File: src/rtl/uart_pkg.sv
// Shared UART definitions: FSM state encoding and default bit timing.
package uart_pkg;

  // Frame sequencer states, shared with the receiver
  typedef enum logic [1:0] {
    IDLE  = 2'd0,
    START = 2'd1,
    DATA  = 2'd2,
    STOP  = 2'd3
  } uart_state_e;

  // 115200 baud from a 100 MHz clock
  localparam int unsigned CLK_PER_BIT_DEFAULT = 868;

  localparam int unsigned DATA_W = 8;
  localparam int unsigned IDX_W  = 3;

endpackage : uart_pkg

File: src/rtl/uart_tx_baud_counter.sv
// Bit-period timer: counts clk cycles within one serial bit and flags the last one.
module uart_baud_counter
  import uart_pkg::*;
#(
  parameter int unsigned CLK_PER_BIT = CLK_PER_BIT_DEFAULT
) (
  input  logic clk,
  input  logic rst_n,
  input  logic reload,
  output logic tick_c
);

  localparam int unsigned           CNT_W = $clog2(CLK_PER_BIT);
  localparam logic [CNT_W-1:0]      LAST  = CNT_W'(CLK_PER_BIT - 1);

  logic [CNT_W-1:0] cnt_q;

  // Restart at each bit boundary (or while idle), otherwise count up
  always_ff @(posedge clk or negedge rst_n) begin
    if (!rst_n) begin
      cnt_q <= '0;
    end else if (reload) begin
      cnt_q <= '0;
    end else begin
      cnt_q <= cnt_q + CNT_W'(1);
    end
  end

  // High on the final cycle of the current bit
  assign tick_c = (cnt_q == LAST);

endmodule : uart_baud_counter

File: src/rtl/uart_tx.sv
// 8N1 UART transmitter with flow-control hold; tx and busy come straight from flops.
module uart_tx
  import uart_pkg::*;
#(
  parameter int unsigned CLK_PER_BIT = CLK_PER_BIT_DEFAULT
) (
  input  logic       clk,
  input  logic       rst_n,
  input  logic [7:0] data,
  input  logic       new_data,
  input  logic       block,
  output logic       tx,
  output logic       busy
);

  uart_state_e       state_q, state_d;
  logic [DATA_W-1:0] shift_q, shift_d;
  logic [IDX_W-1:0]  idx_q,   idx_d;
  logic              tx_d;
  logic              busy_d;
  logic              tick_c;
  logic              reload_c;

  // Bit timer restarts whenever idle so the start bit gets a full period
  assign reload_c = (state_q == IDLE) | tick_c;

  uart_baud_counter #(
    .CLK_PER_BIT (CLK_PER_BIT)
  ) u_baud (
    .clk    (clk),
    .rst_n  (rst_n),
    .reload (reload_c),
    .tick_c (tick_c)
  );

  // State, shift register, bit index and line outputs
  always_ff @(posedge clk or negedge rst_n) begin
    if (!rst_n) begin
      state_q <= IDLE;
      shift_q <= '0;
      idx_q   <= '0;
      tx      <= 1'b1;
      busy    <= 1'b0;
    end else begin
      state_q <= state_d;
      shift_q <= shift_d;
      idx_q   <= idx_d;
      tx      <= tx_d;
      busy    <= busy_d;
    end
  end

  // Next-state logic; tx_d is the value the line holds for the coming bit
  always_comb begin
    state_d = state_q;
    shift_d = shift_q;
    idx_d   = idx_q;
    tx_d    = tx;

    unique case (state_q)
      IDLE: begin
        tx_d = 1'b1;
        if (new_data && !block) begin
          state_d = START;
          shift_d = data;
          idx_d   = '0;
          tx_d    = 1'b0;
        end
      end
      START: begin
        if (tick_c) begin
          state_d = DATA;
          tx_d    = shift_q[0];
          shift_d = shift_q >> 1;
        end
      end
      DATA: begin
        if (tick_c) begin
          if (idx_q == IDX_W'(DATA_W - 1)) begin
            state_d = STOP;
            tx_d    = 1'b1;
          end else begin
            idx_d   = idx_q + IDX_W'(1);
            tx_d    = shift_q[0];
            shift_d = shift_q >> 1;
          end
        end
      end
      STOP: begin
        tx_d = 1'b1;
        if (tick_c) begin
          state_d = IDLE;
        end
      end
      default: begin
        state_d = IDLE;
        tx_d    = 1'b1;
      end
    endcase

    busy_d = (state_d != IDLE) | block;
  end

endmodule : uart_tx

File: config.mk
export PLATFORM = sky130hd
export DESIGN_NAME = uart_tx
export DESIGN_NICKNAME = d
export VERILOG_FILES = /design/src/rtl/uart_pkg.sv /design/src/rtl/uart_tx_baud_counter.sv /design/src/rtl/uart_tx.sv
export SDC_FILE = /design/constraint.sdc
export NUM_CORES = 1
export LEC_CHECK = 0
export ABC_AREA = 1
export CELL_PAD_IN_SITES_DETAIL_PLACEMENT = 0
export CELL_PAD_IN_SITES_GLOBAL_PLACEMENT = 1
export CORE_AREA = 2 2 64 66
export DETAILED_ROUTE_END_ITERATION = 8
export DIE_AREA = 0 0 66 68
export PLACE_DENSITY = 0.75
export REMOVE_ABC_BUFFERS = 1
export SKIP_CTS_REPAIR_TIMING = 1
export SYNTH_ARGS = -nofsm -noshare
export SYNTH_HDL_FRONTEND = slang
export SYNTH_SLANG_ARGS = --single-unit
File: constraint.sdc
create_clock -name clk -period 1.6 [get_ports clk]
set_input_delay 0.32 -clock clk [delete_from_list [all_inputs] [get_ports clk]]
set_output_delay 0.32 -clock clk [all_outputs]
set_load 0.05 [all_outputs]
After elaboration in Yosys (flattened, before gate mapping)
Cells that the tools add are included.
- bits in registers: 25
- input bits: 12
- output and inout port bits: 2
- logic and storage cells: 49
- add/sub/neg operators: 2
- equality and inequality tests: 9
- multiplexer cells: 21
- bitwise logic cells: 2
- reductions and logical operators: 9
- operator list (kind ; count):
    $mux W8 ; 4
    $pmux W8 S3 ; 1
    $add A10 B1 Y10 const B ; 1
    $eq A10 B10 Y1 const B ; 1
    $mux W10 ; 1
    $mux W2 ; 5
    $mux W3 ; 3
    $pmux W2 S4 ; 1
    $ne A2 B2 Y1 const B ; 3
    $pmux W3 S2 ; 1
    $reduce_and A5 Y1 ; 1
    $eq A2 B2 Y1 const B ; 2
    $mux W1 ; 4
    $pmux W1 S4 ; 1
    $reduce_and A4 Y1 ; 1
    $reduce_bool A2 Y1 ; 2
    $add A3 B1 Y3 const B ; 1
    $eq A3 B3 Y1 const B ; 1
    $reduce_bool A3 Y1 ; 1
    $eq A2 B1 Y1 const B ; 1
    $logic_not A2 Y1 ; 1
    $ne A2 B1 Y1 const B ; 1
    $or A1 B1 Y1 ; 2
    $reduce_and A2 Y1 ; 1
    2 further kinds ; 2

Depth between registers and ports, before layout
- word-level depth: 6
- gate-level depth with buffers: 11
- mapped depth without buffers: 10

Hierarchy
Synthesis repeated with hierarchy kept, for this count alone.
- cell total of the unflattened synthesis: 190
- area total of the unflattened synthesis: 1482.7 um^2
- modules (own cells, without submodules) (module ; instances ; cells an instance ; area an instance (um^2) ; sequential area each (um^2)):
    uart_tx ; 1 ; 129 ; 993.5 ; 376.6
    uart_baud_counter ; 1 ; 61 ; 489.2 ; 250.2

Worst setup path before layout
No wires, ideal clock.
- path type: flip-flop to flip-flop
- start point: reg state_q[1]
- end point: reg shift_q[6]
- library setup time: 0.122 ns
- data arrival time: 1.487 ns
- required time: 1.478 ns
- setup slack: -0.008 ns
- stages on the path, launching flop included: 12
- path buffers: 1
- clock period less this slack: 1.608 ns
- path through: dfrtp_1 -> inv_1 -> ha_1 -> inv_1 -> a21oi_1 -> inv_1 -> nand2_1 -> a21oi_4 -> nand2_2 -> buf_6 -> nand2_2 -> o21ai_2
- cells in the longest elaborated chain, start to end: 3
- elaborated cells on any way between the ends: 10
- classes of those cells: eq/ne (6); mux (1); reduce/logical (3)
- RTL lines (element ; line ; text):
    start: declaration ; uart_tx.sv:16 ; uart_state_e state_q, state_d;
    start signal: assignment ; uart_tx.sv:45 ; state_q <= state_d;
    $eq A2 B1 Y1 (tied with other cells) ; uart_tx.sv:60 ; unique case (state_q)
    $ne A2 B2 Y1 (no line) (tied with other cells) ; - ;
    $reduce_and A5 Y1 (no line) ; - ;
    end signal: assignment ; uart_tx.sv:46 ; shift_q <= shift_d;
    end: declaration ; uart_tx.sv:17 ; logic [DATA_W-1:0] shift_q, shift_d;
Several ways; a longest one is shown, not always the timed one.
A chain may end at the register's enable or synchronous reset.

Final worst setup path
- start point: reg u_baud.cnt_q[0]
- end point: reg u_baud.cnt_q[6]
- cells in the longest elaborated chain, start to end: 3
- elaborated cells on any way between the ends: 4
- classes of those cells: add/sub (1); eq/ne (1); mux (1); bitwise (1)
- RTL lines (element ; line ; text):
    start: declaration ; uart_tx_baud_counter.sv:16 ; logic [CNT_W-1:0] cnt_q;
    start signal: assignment ; uart_tx_baud_counter.sv:25 ; cnt_q <= cnt_q + CNT_W'(1);
    parallel branches: the longest is 2 deep, another holds $add A10 B1 Y10 ; - ;
    $mux W10 * ; uart_tx_baud_counter.sv:22 ; end else if (reload) begin
Every way passes the cells marked *.

==> impl_metrics.tcl <==
set metrics [dict create \
    status "completed" \
    cts_buffer_depth 2 \
    yosysSeqAreaShare_pct 44.7 \
    critPathLaunch "u_baud.cnt_q[0]" \
    clk_latency_ns 0.27 \
    diodes 0 \
    ir_drop_mv 0.628 \
    dp_slack_ns -0.0709 \
    layout_setup_ws_ns 0.0422 \
    synth_top_family_by_area "simple AND/OR/NAND/NOR gates" \
    vias_per_cell 4.75 \
    crit_end "u_baud.cnt_q[6]" \
    grt_max_degree 26 \
    start_util_pct 36.3 \
    mostFrequentLayoutCell "nand2_1" \
    stdcell_count 245 \
    ant_nets 0 \
    layout-drive-gt1-share_pct 28.7 \
    intPower_mw 1.66 \
    first_pass_iters 4 \
    die_w_um 66 \
    power_frac_clock_pct 14.1 \
    grt_antenna_before_repair 0 \
    finalHoldViolCount 0 \
    yosys-top-cells-area "dfrtp_1 43%, nand2_1 9.9%, ha_1 7.1%, mux2i_1 5.0%, o21ai_2 5.0%" \
    cts-root-buf "clkbuf_8" \
    dp_cells 239 \
    wl_um 2870 \
    rsz0062_at_grt "yes" \
    final_max_slew_viol_count 0 \
    power_frac_comb_pct 52.2 \
    p_per_area_nw_per_um2 1420 \
    final_cell_mix "35 x nand2_1, 24 x dfrtp_1, 19 x buf_4" \
    synth-edff-count 0 \
    seqPwrFrac_pct 33.6 \
    syn_inst 161 \
    synth_top_area_cell "dfrtp_1" \
    grt_pass1_wl_um 4820 \
    synth_seq_cells 25 \
    coreArea_sq_um 3860 \
    synth_xor_area_share_pct 1.25 \
    required_ns 1.77 \
    synth_cell_type_count 28 \
    maxCapViolations 0 \
    clock_sinks 25 \
    num-fill-cells 374 \
    vias 1163 \
    finalSetupViolCount 0 \
    place_congestion 0.870 \
    worstRegToRegCells 7 \
    final_nets 216 \
    hpwl_um 2130 \
    synthesis.area_sq_um 1400 \
    start_kind "flip-flop" \
    hold_class "in2async" \
    grt_pass1_vias 1173 \
    wl_per_cell_um 11.7 \
    synthSimpleGateAreaFrac_pct 22.9 \
    leakage_nw 0.882 \
    globalRouteOverflowTotal 0 \
    htree_levels 1 \
    synthMuxAreaShare_pct 5.00 \
    p_sw_mw 1.01 \
    worstPathArrival_ns 1.73 \
    cts_tree "built" \
    io_pins 14 \
    clock.fmax_mhz 642 \
    async_reset_ff_share_pct 100 \
    area_delta_synth_final_pct 34.1 \
    swShare_pct 37.8 \
    die-area_sq_um 4490 \
    critPathKind "reg2reg" \
    drt_iter0_markers 57 \
    grt_use_total_pct 13.9 \
    tightestPinTransition_ns 0.328 \
    rows 23 \
    cts-buffers-inserted 3 \
    r2r_slack_ns 0.04 \
    netlist.area_leader.share_pct 42.9 \
    avgSynthCellArea_sq_um 8.70 \
    tns_ns 0 \
    synthFlopType "dfrtp_1" \
    die_y_um 68 \
    period_share_pct 97.4 \
    crit_path_end_kind "flip-flop" \
    ys_warn_count 0 \
    reg2reg_from "u_baud.cnt_q[0]" \
    path_clk_slew_ns 0.09 \
    r2r_end "u_baud.cnt_q[6]" \
    fin_crit_ns 1.56 \
    io_buffers 13 \
    drc 0 \
    synth_compound_area_share_pct 12.7 \
    synth_fa_ha_area_share_pct 7.14 \
    relSlewSlack_pct 78.2 \
    fin_skew_ns 0.00294 \
    cp_max_fo 6 \
]
-- per-stage QoR --
stage | hold slack (ns) | power [mW] | utilization, % | area (sq um)
2_1_floorplan | 0.0244 | 1.64 | - | 1370
3_3_place_gp | 0.462 | 2.14 | 45.2 | 1740
3_5_place_dp | 0.473 | 2.18 | 45.2 | 1740
4_1_cts | 0.420 | 2.57 | 46.3 | 1790
5_1_grt | 0.429 | 2.87 | 48.7 | 1880
6_report | 0.411 | 2.68 | 48.7 | 1880
-- worst max-delay path, cell delays in order, from the launching register on --
cell     delay (ns)
dfrtp_1        0.39
ha_1           0.21
nand2_1        0.10
nor2_2         0.05
nand3_4        0.11
nand2_1        0.19
buf_4          0.22
nor3_1         0.19
-- synth_stat cells (2+ instances only) --
master	number
a21oi_1	9
dfrtp_1	24
ha_1	8
inv_1	16
mux2i_1	7
nand2_1	37
nand2_2	4
nand3_1	5
nand3b_1	2
nor2_1	15
nor3_1	5
o21ai_0	5
o21ai_2	8
xor2_1	2
-- layer usage --
| metal | vias to the layer above | wire, um | track usage (%) |
|---|---|---|---|
| li1 | 587 | - | - |
| met1 | 545 | 1340 | 16.8 |
| met2 | 24 | 1370 | 23.9 |
| met3 | 7 | 103 | 2.63 |
| met4 | 0 | 60 | 7.14 |
| met5 | - | 0 | 0 |
-- cell type report --
class	count	area [sq um]	share of cell area (%)
multi-input combinational	116	747	39.7
sequential	25	627	33.4
timing repair buffer	34	338	18.0
tap	50	62.6	3.33
inverter	16	60.1	3.20
clock buffer	4	45.0	2.40
-- power groups by stage --
stage | clock, mW | combinational, mW | sequential, mW
3_3_place_gp | 0 | 1.24 | 0.900
3_5_place_dp | 0 | 1.27 | 0.908
2_1_floorplan | 0 | 0.661 | 0.978
6_report | 0.379 | 1.40 | 0.899
4_1_cts | 0.397 | 1.27 | 0.895
5_1_grt | 0.421 | 1.53 | 0.917
-- worst min path at each step --
| stage | start | cells past startpoint | slack, ns | endpoint |
|---|---|---|---|---|
| detailed placement | shift_q[2] | 2 | 0.47 | shift_q[2] |
| finish | rst_n | 2 | 0.41 | u_baud.cnt_q[2] |
| global route | rst_n | 2 | 0.43 | busy |
| CTS | rst_n | 2 | 0.42 | u_baud.cnt_q[2] |
| global placement | idx_q[1] | 2 | 0.46 | idx_q[1] |
| floorplan | rst_n | 0 | 0.02 | busy |
-- registers in the layout, indices dropped and copies added (netlist names) --
signal,flops
shift_q,8
tx,1
u_baud.cnt_q,10
state_q,2
busy,1
idx_q,3
-- kinds of logic (layout without fill, tap and decap cells) --
kind of cell               after synthesis  in the layout
adders and majority gates                8              8
buffers and inverters                   20             54
AOI/OAI and AO/OA                       26             26
DFF                                     25             25
xor gates and xnor gates                 2              2
muxes                                    7              7
and+or+nand+nor                         73             73
(Power assumes the default switching activity.)
